[config.mk]
export PLATFORM = sky130hd
export DESIGN_NAME = adder_display_sequencer
export DESIGN_NICKNAME = d
export VERILOG_FILES = /design/src/rtl/adder_display_sequencer_pkg.sv /design/src/rtl/adder_display_sequencer_hex7seg.sv /design/src/rtl/adder_display_sequencer.sv
export SDC_FILE = /design/constraint.sdc
export NUM_CORES = 1
export LEC_CHECK = 0
export BUFFER_PORTS_ARGS = -buffer_cell sky130_fd_sc_hd__buf_4
export CORE_UTILIZATION = 50
export CTS_BUF_LIST = sky130_fd_sc_hd__clkbuf_16
export DETAILED_ROUTE_END_ITERATION = 8
export PLACE_DENSITY = 0.73
export SYNTH_ARGS = -nofsm -noshare
export SYNTH_HDL_FRONTEND = slang
export SYNTH_SLANG_ARGS = --single-unit
[constraint.sdc]
create_clock -name clk -period 5.15 [get_ports clk]
set_input_delay 0.7725 -clock clk [delete_from_list [all_inputs] [get_ports clk]]
set_output_delay 0.7725 -clock clk [all_outputs]
set_load 0.05 [all_outputs]
[src/rtl/adder_display_sequencer_pkg.sv]
// Shared types and constants for the adder display sequencer.
// Holds FSM encodings, digit geometry and seven-segment patterns.
package adder_display_sequencer_pkg;

    typedef enum logic [1:0] {
        ST_MANUAL = 2'd0,
        ST_SWEEP  = 2'd1,
        ST_DONE   = 2'd2
    } state_t;

    localparam int NUM_DIGITS = 4;
    localparam int DIGIT_W    = 2;

    localparam logic [8:0] VEC_FIRST = 9'h000;
    localparam logic [8:0] VEC_LAST  = 9'h1FF;

    localparam logic [3:0] AN_BLANK  = 4'b1111;
    localparam logic [6:0] SEG_BLANK = 7'b1111111;

    // Active-low {g,f,e,d,c,b,a} pattern for one hex nibble
    function automatic logic [6:0] hex_pattern(input logic [3:0] v);
        logic [6:0] p;
        case (v)
            4'h0:    p = 7'b1000000;
            4'h1:    p = 7'b1111001;
            4'h2:    p = 7'b0100100;
            4'h3:    p = 7'b0110000;
            4'h4:    p = 7'b0011001;
            4'h5:    p = 7'b0010010;
            4'h6:    p = 7'b0000010;
            4'h7:    p = 7'b1111000;
            4'h8:    p = 7'b0000000;
            4'h9:    p = 7'b0010000;
            4'hA:    p = 7'b0001000;
            4'hB:    p = 7'b0000011;
            4'hC:    p = 7'b1000110;
            4'hD:    p = 7'b0100001;
            4'hE:    p = 7'b0000110;
            default: p = 7'b0001110;
        endcase
        return p;
    endfunction

endpackage

[src/rtl/adder_display_sequencer_hex7seg.sv]
// Combinational hex-to-seven-segment decoder.
// One instance serves all digits through the nibble mux.
module hex7seg
    import adder_display_sequencer_pkg::*;
(
    input  logic [3:0] nibble,
    output logic [6:0] seg
);

    // Table lookup; patterns are kept in the package
    always_comb begin
        seg = hex_pattern(nibble);
    end

endmodule

[src/rtl/adder_display_sequencer.sv]
// 4-bit adder with manual/sweep operand source and a
// multiplexed four-digit seven-segment display.
module adder_display_sequencer
    import adder_display_sequencer_pkg::*;
#(
    parameter int REFRESH_DIV = 100000,
    parameter int STEP_DIV    = 50000000
) (
    input  logic       clk,
    input  logic       rst_n,
    input  logic [3:0] A1,
    input  logic [3:0] B1,
    input  logic       CI,
    input  logic       mode,
    output logic [6:0] seg,
    output logic [3:0] an,
    output logic       dp,
    output logic       CO,
    output logic       sweep_done
);

    localparam int RW = (REFRESH_DIV > 1) ? $clog2(REFRESH_DIV) : 1;
    localparam int SW = (STEP_DIV > 1) ? $clog2(STEP_DIV) : 1;

    localparam logic [RW-1:0] REFRESH_LAST = RW'(REFRESH_DIV - 1);
    localparam logic [SW-1:0] STEP_LAST    = SW'(STEP_DIV - 1);
    localparam logic [DIGIT_W-1:0] DIGIT_LAST = DIGIT_W'(NUM_DIGITS - 1);

    state_t        state;
    state_t        state_nxt;
    logic [8:0]    vec;
    logic [8:0]    vec_nxt;
    logic [SW-1:0] step_cnt;
    logic [SW-1:0] step_cnt_nxt;

    logic [3:0] op_a;
    logic [3:0] op_b;
    logic       op_ci;
    logic [4:0] res_nxt;

    logic [3:0] a_q;
    logic [3:0] b_q;
    logic       ci_q;
    logic [4:0] res_q;

    logic [RW-1:0]      refresh_cnt;
    logic [DIGIT_W-1:0] digit_idx;
    logic [3:0]         nibble;
    logic [6:0]         seg_raw;
    logic [3:0]         an_nxt;
    logic               dp_nxt;

    // FSM state, sweep vector and step counter registers
    always_ff @(posedge clk or negedge rst_n) begin
        if (!rst_n) begin
            state    <= ST_MANUAL;
            vec      <= VEC_FIRST;
            step_cnt <= '0;
        end else begin
            state    <= state_nxt;
            vec      <= vec_nxt;
            step_cnt <= step_cnt_nxt;
        end
    end

    // Next-state logic: sweep stepping, saturation and mode exits
    always_comb begin
        state_nxt    = state;
        vec_nxt      = vec;
        step_cnt_nxt = step_cnt;
        case (state)
            ST_MANUAL: begin
                vec_nxt      = VEC_FIRST;
                step_cnt_nxt = '0;
                if (mode) begin
                    state_nxt = ST_SWEEP;
                end
            end
            ST_SWEEP: begin
                if (!mode) begin
                    state_nxt    = ST_MANUAL;
                    step_cnt_nxt = '0;
                end else if (step_cnt == STEP_LAST) begin
                    step_cnt_nxt = '0;
                    if (vec == VEC_LAST) begin
                        state_nxt = ST_DONE;
                    end else begin
                        vec_nxt = vec + 9'd1;
                    end
                end else begin
                    step_cnt_nxt = step_cnt + 1'b1;
                end
            end
            ST_DONE: begin
                step_cnt_nxt = '0;
                if (!mode) begin
                    state_nxt = ST_MANUAL;
                end
            end
            default: begin
                state_nxt    = ST_MANUAL;
                vec_nxt      = VEC_FIRST;
                step_cnt_nxt = '0;
            end
        endcase
    end

    // Operand source: sweep vector outside MANUAL, switches otherwise
    always_comb begin
        op_a  = A1;
        op_b  = B1;
        op_ci = CI;
        if (state != ST_MANUAL) begin
            op_a  = vec[8:5];
            op_b  = vec[4:1];
            op_ci = vec[0];
        end
        res_nxt = {1'b0, op_a} + {1'b0, op_b} + {4'b0000, op_ci};
    end

    // Registered operands and result feed both CO and the display
    always_ff @(posedge clk or negedge rst_n) begin
        if (!rst_n) begin
            a_q   <= '0;
            b_q   <= '0;
            ci_q  <= 1'b0;
            res_q <= '0;
        end else begin
            a_q   <= op_a;
            b_q   <= op_b;
            ci_q  <= op_ci;
            res_q <= res_nxt;
        end
    end

    assign CO         = res_q[4];
    assign sweep_done = (state == ST_DONE);

    // Refresh divider and digit index; independent of mode
    always_ff @(posedge clk or negedge rst_n) begin
        if (!rst_n) begin
            refresh_cnt <= '0;
            digit_idx   <= '0;
        end else if (refresh_cnt == REFRESH_LAST) begin
            refresh_cnt <= '0;
            if (digit_idx == DIGIT_LAST) begin
                digit_idx <= '0;
            end else begin
                digit_idx <= digit_idx + 1'b1;
            end
        end else begin
            refresh_cnt <= refresh_cnt + 1'b1;
        end
    end

    // Digit content mux, anode decode and decimal point
    always_comb begin
        case (digit_idx)
            2'd3:    nibble = a_q;
            2'd2:    nibble = b_q;
            2'd1:    nibble = res_q[3:0];
            default: nibble = {3'b000, res_q[4]};
        endcase
        an_nxt = ~(4'b0001 << digit_idx);
        dp_nxt = !((digit_idx == '0) && ci_q);
    end

    hex7seg u_hex7seg (
        .nibble (nibble),
        .seg    (seg_raw)
    );

    // Display outputs registered together so an and seg agree
    always_ff @(posedge clk or negedge rst_n) begin
        if (!rst_n) begin
            an  <= AN_BLANK;
            seg <= SEG_BLANK;
            dp  <= 1'b1;
        end else begin
            an  <= an_nxt;
            seg <= seg_raw;
            dp  <= dp_nxt;
        end
    end

endmodule

# Word-level counts from Yosys, hierarchy flattened
# Memory sizes are Yosys's and may differ from the RTL's. A register that Yosys moved wholly into a read port is not among the register bits.
# Cells that the tools add are included.
# word_totals
mem_count,1
inputBits,12
regBits,75
word_cells,63
romBits,112
# memory_table
memory,depth,word_bits,read_ports,rd_clocked_by_memory_dff,wr,line,text
(no name shown),16,7,1,1,0,adder_display_sequencer_pkg.sv:23,case (v)
# op_classes
mux,19
addsub,6
n_eq_ne,15
bitwise,2
n_shift,1
n_reduce_logical,8
# op_table
op,n
$mux 26,3
$mux 9,3
$add 26x1->26 const B,1
$eq 26x26->1 const B,1
$pmux 9 s2,1
$add 17x1->17 const B,1
$eq 17x17->1 const B,1
$mux 17,1
$mux 2,6
$pmux 4 s3,1
$ne 2x2->1 const B,5
$add 9x1->9 const B,1
$eq 9x9->1 const B,1
$mux 4,2
$reduce_and 4->1,2
$eq 2x2->1 const B,3
$ne 3x3->1 const B,2
$pmux 2 s3,1
$add 4x4->5,1
$add 5x1->5,1
$eq 2x1->1 const B,2
$logic_not 2->1,2
$not 4->4,1
$shl 1x2->4 const A,1
other kinds (6),7

# Logic depth before layout (Yosys ltp)
# Gate-level depths: netlist of the first run.
# logic_depth
ltp_word,5
mapped_depth,11
mapped_depth_nobuf,11

# Modules after synthesis
# From an unflattened synthesis of the first run, not the netlist that was laid out.
# unflattened
cells_unflattened,392
area_unflattened_um2,4152.7
# modules_own_cells
mod,instances,area_per_inst_um2,cells_each
adder_display_sequencer,1,3878.7,359
hex7seg,1,274.0,33

# Worst setup path before layout of the first run
# Ideal clock, no wire load.
# synth_timing
path_type,register to register
from,register vec[0]
to,register vec[0]
arrival_time_ns,2.418
path_stages_with_launch,12
required_ns,5.025
slack_ns,2.607
setup_time_ns,0.125
cell_sequence,dfrtp_1 -> ha_1 -> nand3_1 -> nor2_1 -> and3_1 -> ha_1 -> nor2b_1 -> or4b_1 -> clkbuf_1 -> o21ai_0 -> nand2b_1 -> mux2_2
# synth_via
elab_chain_len,5
# synth_lines
element,line,text
from (decl),adder_display_sequencer.sv:31,logic [8:0] vec;
from (signal assigned),adder_display_sequencer.sv:61,vec <= vec_nxt;
$add 9x1->9,adder_display_sequencer.sv:88,vec_nxt = vec + 9'd1;
$mux 9,adder_display_sequencer.sv:85,if (vec == VEC_LAST) begin
$mux 9,adder_display_sequencer.sv:83,end else if (step_cnt == STEP_LAST) begin
$mux 9,adder_display_sequencer.sv:80,if (!mode) begin
$pmux 9 s2,adder_display_sequencer.sv:71,case (state)
# Parallel ways exist; a longest one is shown, timed or not. The select of a mux whose other input is x is not followed.
# A chain may end at the register's enable or synchronous reset.

# Worst setup path after layout of the first run
# Same ends and word-level chain as after synthesis.

==> results.md, run 1 <==
- The flow ran to the end, and the final reports show no timing, DRC or antenna violations.
- For the worst-skew pair, the clock arrives at the later sink with an insertion delay of 330 ps.
- The main combinational cell family by area after synthesis is simple AND/OR/NAND/NOR gates.
- Counting the buffers created by CTS gives 9.
- The layout has 664 filler cells.
- The maximum vdd ir drop is 0.179 mV.
- Yosys printed 0 warnings.
- In the final routed layout, each cell accounts on average for 14.6 um.
- The standby leakage power is 2.08 nW.
- For this run, design rule violations remaining after detail routing come to 0.
- The total overflow left after global routing is 0.
- The combined global-route utilization of all metal layers is 19.7%.
- Once detailed placement completed, the half-perimeter wirelength came to 5.21 mm.
- After clock tree synthesis, the clock-pin slew on the worst setup and hold paths is 60 ps.
- The final count of hold timing violations came to 0.
- The master of the slowest instance on the critical path is sky130_fd_sc_hd__or4b_1.
- The number of clock sinks is 82.
- The starting density of the core is 52.4%.
- TritonCTS built the clock tree.
- Setup violations remaining at the end of the flow were counted as 0.
- The worst setup path is launched from a flip-flop.
- The sequential fraction of the synthesis area is 50.5%.
- The worst-case headroom to the max-slew limit is 15.8%.
- The worst flop-to-flop path startpoint is vec[0].
- The width of the chip is 92.5 um.
- The maximum clock skew at final layout is 5.54 ps.
- The antenna diode count is 0.
- The pre-CTS worst setup slack is 2380 ps.
- The flip-flop and latch area is 2070 um^2.
- Counting every net in the synthesized netlist gives 415.
- The routed wire length is 7.53 mm.
- The largest driver fanout on the critical path is 6.
- In this design, the stage delay of the slowest critical-path cell is 590 ps.
- The area share of the leading cell type in the synthesized netlist is 42.8%.
- Of the cells placed in the final design, the portion with a size suffix greater than 1 is 16.6%.
- The proportion of synthesized area in mux cells is 4.13%.
- The first global-routing pass estimated 13.2 mm of wire.
- The worst setup slack after layout is 2370 ps.
- After synthesis, the share of flip-flops with an asynchronous set or reset is 100%.
- Setup repair after global routing left no endpoint under its margin.
- The critical register-to-register path endpoint is vec[0].
- At the pin with the least slew margin, the transition time is 1260 ps.
- The worst path needs 2780 ps of the cycle, external delays included.
- The combined area of the multi-input logic cells is 1930 um^2.
- In this run the deepest clock path goes through 2 buffers.
- Of the total synthesized cell area, the portion taken by AND, OR, NAND and NOR gates is 20.4%.
- The final-report max-slew violation count is 0.
- The number of gates resized after CTS was 0.
- The most critical setup path has its endpoint at vec[0].
- Ranked by total cell area, the synthesized netlist is headed by sky130_fd_sc_hd__dfrtp_1 43%, sky130_fd_sc_hd__dfstp_2 7.7%, sky130_fd_sc_hd__xor2_1 6.2%, sky130_fd_sc_hd__ha_1 5.5%, sky130_fd_sc_hd__nor2_1 4.4%.
- From synthesis to final layout, the design area changed by 13.7%.
- The family with the most delay on the worst path is simple AND/OR/NAND/NOR gates.
- Once the clock tree was built, the setup fixing pass inserted 0 buffers.
- After floorplanning, the core was divided into 32 placement rows.
- In this run the mean area of a mapped cell was 10.7 um^2.
- The die boundary height is 92.5 um.
- The synthesized cell area is 4090 um^2.
- The global placement routability congestion is 0.862.
- The primary flip-flop cell chosen by synthesis mapping is sky130_fd_sc_hd__dfrtp_1.
- Buffers inserted to repair hold after CTS numbered 0.
- The flip-flop and latch count after synthesis is 82.
- The count of buffers inserted at the top-level ports is 25.
- The critical path goes through ha_1, nand3_1, nor2_1, and3_1, ha_1, nor2b_1, or4b_1, o21ai_0, nand2b_1, mux2_2.
- In this run, synthesis inferred 0 flip-flops with an integrated enable.
- The total negative slack for setup checks is 0 ps.
- The number of buffer and inverter instances along the worst setup path is 0.
- In this run, distinct cell masters in the synthesized netlist total 47.
- The synthesized design spends more area on one cell type than any other, namely sky130_fd_sc_hd__dfrtp_1.
- Dividing the final minimum period by the clock period gives 53.9%.
- Summing the areas of all compound-gate instances in the mapped netlist gives 6.51% of the synthesized area.
- For flop-to-flop paths, the worst setup slack is 2370 ps.
- The arrival time of the worst setup path is 2990 ps.
- The floorplan die area is 8550 um^2.
- The required time reported for the critical path endpoint is 5360 ps.
- In this run the remaining antenna-violating nets after routing total 0.
- The violation count after the first detailed-route iteration is 134.
- The synthesized netlist devotes 9.63% of its cell area to XOR and XNOR gates.
- The most frequent cell on the critical path is sky130_fd_sc_hd__ha_1.
- The I/O pin count is 26.
- The fraction of the core area covered by cells at the end of the flow is 59.6%.
- The first TritonRoute pass finished after 4 iterations.
- The launching instance or port of the critical path is vec[0].
- The tool flagged a number of max-cap violations equal to 0.
- The routed via count divided by cell count is 5.43.
- For this block, the via count after detailed routing is 2809.
- The total number of H-tree levels is 3.
- The net count of the finished layout is 442.
- In this run the number of cells on the critical path is 10.
- The top achievable clock speed is 360 MHz.
- The critical path class is reg -> reg.
- Entering global routing, the biggest net connects 83 pins.
- The worst setup path is captured at a flip-flop.
- Summing the areas of all fa, ha and maj instances in the mapped netlist gives 6.48% of the synthesized area.
- After floorplanning, the core was sized to cover 7810 um^2.
- The path class of the tightest hold or removal check is reg -> reg.
- The initial antenna violation count was 0.
- The via count of the first global-routing pass came to 2811.
- The total power divided by cell area is 287 nW/um^2.
- After technology mapping, the gate count stands at 383.
- The worst-case reg-to-reg path depth is 10.
- The tree is rooted in a sky130_fd_sc_hd__clkbuf_16.
where the power goes:
group | total, mW | switching (mW) | internal (mW)
Sequential | 0.664 | 0.00483 | 0.659
Combinational | 0.0640 | 0.0421 | 0.0220
Clock | 0.611 | 0.241 | 0.370
kinds of logic after synthesis:
logic type | Yosys count
and+or+nand+nor | 160
AOI/OAI and AO/OA | 38
adders and majority gates | 20
buffers and inverters | 23
muxes | 15
DFF | 82
xor gates and xnor gates | 45
worst min path at each step:
stage	start	end	slack, ps	cells past startpoint
after floorplan	ci_q	dp	350	1
after global placement	ci_q	dp	390	1
after detailed placement	ci_q	dp	390	1
after CTS	ci_q	dp	400	1
after global routing	ci_q	dp	420	1
final	ci_q	dp	400	1
final cells by class:
| type | instances | area share, % |
|---|---|---|
| clock buffers | 9 | 4.84 |
| clock inverters | 7 | 1.34 |
| inverters | 13 | 1.05 |
| multi-input cells | 278 | 41.4 |
| flip-flops and latches | 82 | 44.4 |
| well taps | 102 | 2.74 |
| repair buffers | 26 | 4.19 |
registers in the layout, summed over array words and instances (netlist names):
| register | flops |
|---|---|
| refresh_cnt | 17 |
| ci_q | 1 |
| step_cnt | 26 |
| seg | 7 |
| state | 2 |
| an | 4 |
| vec | 9 |
| digit_idx | 2 |
| a_q | 4 |
| dp | 1 |
| res_q | 5 |
| b_q | 4 |
through the flow:
step | area, um^2 | power, mW | std cells | hold slack [ps]
finish | 4660 | 1.34 | 517 | 398
global route | 4660 | 1.39 | 517 | 424
detailed placement | 4370 | 0.740 | 501 | 386
floorplan | 4090 | 0.709 | 383 | 352
CTS | 4660 | 1.36 | 517 | 396
global placement | 4370 | 0.738 | 501 | 393
metal layers:
layer	part of all wire [%]	GRT usage, %	wire, um	up-vias
met5	0	0	0	-
met4	0.96	4.82	72	0
met3	3.8	5.01	284	10
met2	49	33.7	3710	56
met1	46	24.9	3450	1356
li1	-	-	-	1387
worst reg2reg max path: cells and delay by family (launching register included):
| kind | cells | cell delay (ps) |
|---|---|---|
| DFF | 1 | 410 |
| adders and majority gates | 2 | 470 |
| AOI/OAI and AO/OA | 1 | 200 |
| muxes | 1 | 270 |
| and+or+nand+nor | 6 | 1330 |
cell usage after synthesis, types with 4 or more instances:
cell type,number
sky130_fd_sc_hd__nand2b_1,4
sky130_fd_sc_hd__o21ai_0,10
sky130_fd_sc_hd__and4_1,4
sky130_fd_sc_hd__xnor2_1,16
sky130_fd_sc_hd__or4b_1,4
sky130_fd_sc_hd__nand4_1,15
sky130_fd_sc_hd__mux2_2,11
sky130_fd_sc_hd__nor2_1,48
sky130_fd_sc_hd__inv_1,13
sky130_fd_sc_hd__dfstp_2,12
sky130_fd_sc_hd__a21oi_1,4
sky130_fd_sc_hd__clkbuf_1,9
sky130_fd_sc_hd__nor2b_1,9
sky130_fd_sc_hd__a21o_1,4
sky130_fd_sc_hd__xor2_1,29
sky130_fd_sc_hd__ha_1,18
sky130_fd_sc_hd__nand3_1,21
sky130_fd_sc_hd__and3_1,5
sky130_fd_sc_hd__nor3_1,7
sky130_fd_sc_hd__nand2_1,26
sky130_fd_sc_hd__dfrtp_1,70
cell usage in the layout, fill, tap and decap left out, drive strengths merged, types with 2 or more instances in the layout:
cell    instances
nand3          21
nand2          26
and4            4
and2            2
inv            15
xor2           29
a31oi           3
dfrtp          70
a211oi          2
nor2b           9
a21o            4
mux2i           3
and3            6
o21ai          10
nand2b          4
buf            26
clkbuf          9
clkinv          3
nand4          15
fa              2
or2             3
mux2           12
a22o            3
a22oi           2
ha             18
a21oi           4
nor2           48
or4b            4
nor4            5
nand4b          2
dfstp          12
a222oi          3
xnor2          16
nor3            7
(Power assumes the default switching activity.)
==> inputs of run 2 (changes only) <==
==> constraint.sdc (replaced) <==
create_clock -name clk -period 2.72 [get_ports clk]
set_input_delay 0.408 -clock clk [delete_from_list [all_inputs] [get_ports clk]]
set_output_delay 0.408 -clock clk [all_outputs]
set_load 0.05 [all_outputs]
==> run 2 against run 1 <==
Register-to-register slack got worse by 2200 ps. Critical endpoint unchanged. Largest cell class unchanged. Clock skew rose by 2.8 ps. Hold slack got worse by 150 ps. Critical path depth did not move.
==> results.md, run 2 (synthesis results as in run 1) <==
- The capturing element type of the critical path is a flip-flop.
- In the finished design, the share of the clock period the worst path needs comes to 95.0%.
- The flow ran to the end, and the final reports show no timing, DRC or antenna violations.
- The maximum vdd ir drop is 0.356 mV.
- The nature of the critical path startpoint is a flip-flop.
- The cell row count is 32.
- The tree is rooted in a sky130_fd_sc_hd__clkbuf_16.
- In the layout the commonest cells are 70 x sky130_fd_sc_hd__dfrtp_1, 48 x sky130_fd_sc_hd__nor2_1, 35 x sky130_fd_sc_hd__buf_4.
- The global placement routability congestion is 0.879.
- The floorplan die area is 8550 um^2.
- In this run the register-to-register setup slack is 140 ps.
- The routed layout has 2836 vias.
- The routed via count divided by cell count is 5.39.
- The H-tree was split into 3 levels.
- The worst setup slack after layout is 137 ps.
- Buffers inserted during clock tree synthesis total 9.
- The fill cell total of the finished layout is 649.
- Setup violations remaining at the end of the flow were counted as 0.
- The initial antenna violation count is 0.
- The CTS tree is yes.
- On the final layout, the worst clock skew is 8.37 ps.
- Max-cap violations in this run came to 0.
- The average detailed-routed wire length per instance is 14.5 um.
- The slew at the pin closest to its max-slew limit is 974 ps.
- The global-route congestion overflow total is 0.
- The wire-length estimate of the detail-placed layout is 5.35 mm.
- For this design the top-level I/O count stands at 26.
- The minimum period implied by the final worst setup slack is 2580 ps.
- The flip-flop count of the largest register after layout is 26.
- The via count of the first global-routing pass is 2947.
- Measured along the x axis, the die boundary spans 92.5 um.
- The count of buffers inserted at the top-level ports is 25.
- Setup repair after global routing left no endpoint under its margin.
- The top register by number of flip-flops is step_cnt.
- The final layout contains routed wiring with a total length of 7.64 mm.
- The violation count after the first detailed-route iteration is 107.
- The remaining antenna violation count is 0.
- The number of buffers added for setup after CTS is 0.
- The worst flop-to-flop path startpoint is vec[0].
- The number of clock sinks is 82.
- The buffer depth of the longest clock path is 2.
- Based on the critical path, the design can be clocked at up to 387 MHz.
- The final-report max-slew violation count is 0.
- The starting density of the core is 52.4%.
- The most common cell after layout, fill and taps aside is sky130_fd_sc_hd__dfrtp_1.
- The area added between synthesis and finish is 15.5%.
- Entering global routing, the biggest net connects 83 pins.
- The clock slew seen by the registers of the worst setup and hold paths is 60 ps.
- The post-layout instance count excluding filler cells is 526.
- Along the worst path, the maximum fanout reaches 6.
- The DRC violation count after routing is 0.
- STA puts the critical path data required time at 2930 ps.
- The critical path class is reg -> reg.
- The combined global-route utilization of all metal layers is 20.0%.
- The detailed-routing iteration count for the pre-antenna-repair pass is 4.
- The placement-stage cell area is 4440 um^2.
- For this design the static power due to leakage is 2.12 nW.
- The final count of hold timing violations is 0.
- In the final design database the tool counted 451 nets.
- The pre-CTS worst setup slack is 102 ps.
- The path class of the lowest-slack min-delay path is in -> async.
- The first-pass GRT wire length is 13.4 mm.
- Clock latency on the worst-skew pair, taken at its later pin, is 330 ps.
- At the worst endpoint, the arrival time is 2790 ps.
- Headroom to the max-slew limit came out at 35.1%.
- The largest registers in the layout are step_cnt: 26 flops, refresh_cnt: 17 flops, vec: 9 flops.
- The die is 92.5 um tall.
- In this run the standard cell core region covers 7810 um^2.
- The cell count after placement is 510.
- Power spread over the standard cell area amounts to 536 nW/um^2.
- The fraction of layout cells with a size suffix above 1 is 18.6%.
- The fraction of the core area covered by cells at the end of the flow is 60.5%.
- The total negative slack for setup checks is 0 ps.
- The number of cells on the worst reg-to-reg path is 10.
- The repair_antennas step left the layout with diodes totalling 0.
- The final non-filler cell area is 4730 um^2.
- The endpoint identified for the worst register-to-register timing path is vec[0].
[run 2: worst max path at each step]
stage                 from     end  slack, ps  cells after the start
detailed placement  vec[0]  vec[0]        100                     10
global placement    vec[0]  vec[0]        200                     10
CTS                 vec[0]  vec[0]         80                     10
finish              vec[0]  vec[0]        140                     10
floorplan           vec[0]  vec[0]        180                     11
global route        vec[0]  vec[0]         20                     10
[run 2: area by class of cell]
class | instances | area (um^2) | share of cell area (%)
clock buffers | 9 | 225 | 4.76
clock inverters | 7 | 62.6 | 1.32
inverters | 13 | 48.8 | 1.03
multi-input cells | 278 | 1930 | 40.9
flip-flops and latches | 82 | 2070 | 43.7
well taps | 102 | 128 | 2.70
repair buffers | 35 | 263 | 5.56
[run 2: routing by layer]
metal | wire, um | global-route usage [%]
met3 | 258 | 5.34
met2 | 3860 | 35.2
met5 | 0 | 0
met1 | 3410 | 23.8
met4 | 108 | 6.25
[run 2: repair_timing]
| action | CTS | global route |
|---|---|---|
| gates resized for setup | 0 | 1 |
| hold buffers | 0 | 0 |
| endpoints found under the setup margin | 0 | 4 |
[run 2: worst max-delay path, stage by stage (launching register included)]
cell and delay (ps):
sky130_fd_sc_hd__dfrtp_1 420, sky130_fd_sc_hd__ha_1 260, sky130_fd_sc_hd__nand3_1 100, sky130_fd_sc_hd__nor2_1 50, sky130_fd_sc_hd__and3_1 180, sky130_fd_sc_hd__ha_1 210
sky130_fd_sc_hd__nor2b_1 140, sky130_fd_sc_hd__or4b_4 520, sky130_fd_sc_hd__o21ai_0 200, sky130_fd_sc_hd__nand2b_1 130, sky130_fd_sc_hd__mux2_2 270
[run 2: stage by stage]
step / hold WS [ps] / power, mW
finish: 250 / 2.54
global route: 328 / 2.63
CTS: 286 / 2.56
detailed placement: 383 / 1.41
global placement: 384 / 1.40
floorplan: 112 / 1.34
[run 2: power by group]
group	leakage, nW	total, mW	switching [mW]	internal (mW)
combinational	0.910	0.126	0.0811	0.0448
sequential	1.07	1.26	0.00839	1.25
clock	0.142	1.15	0.453	0.700
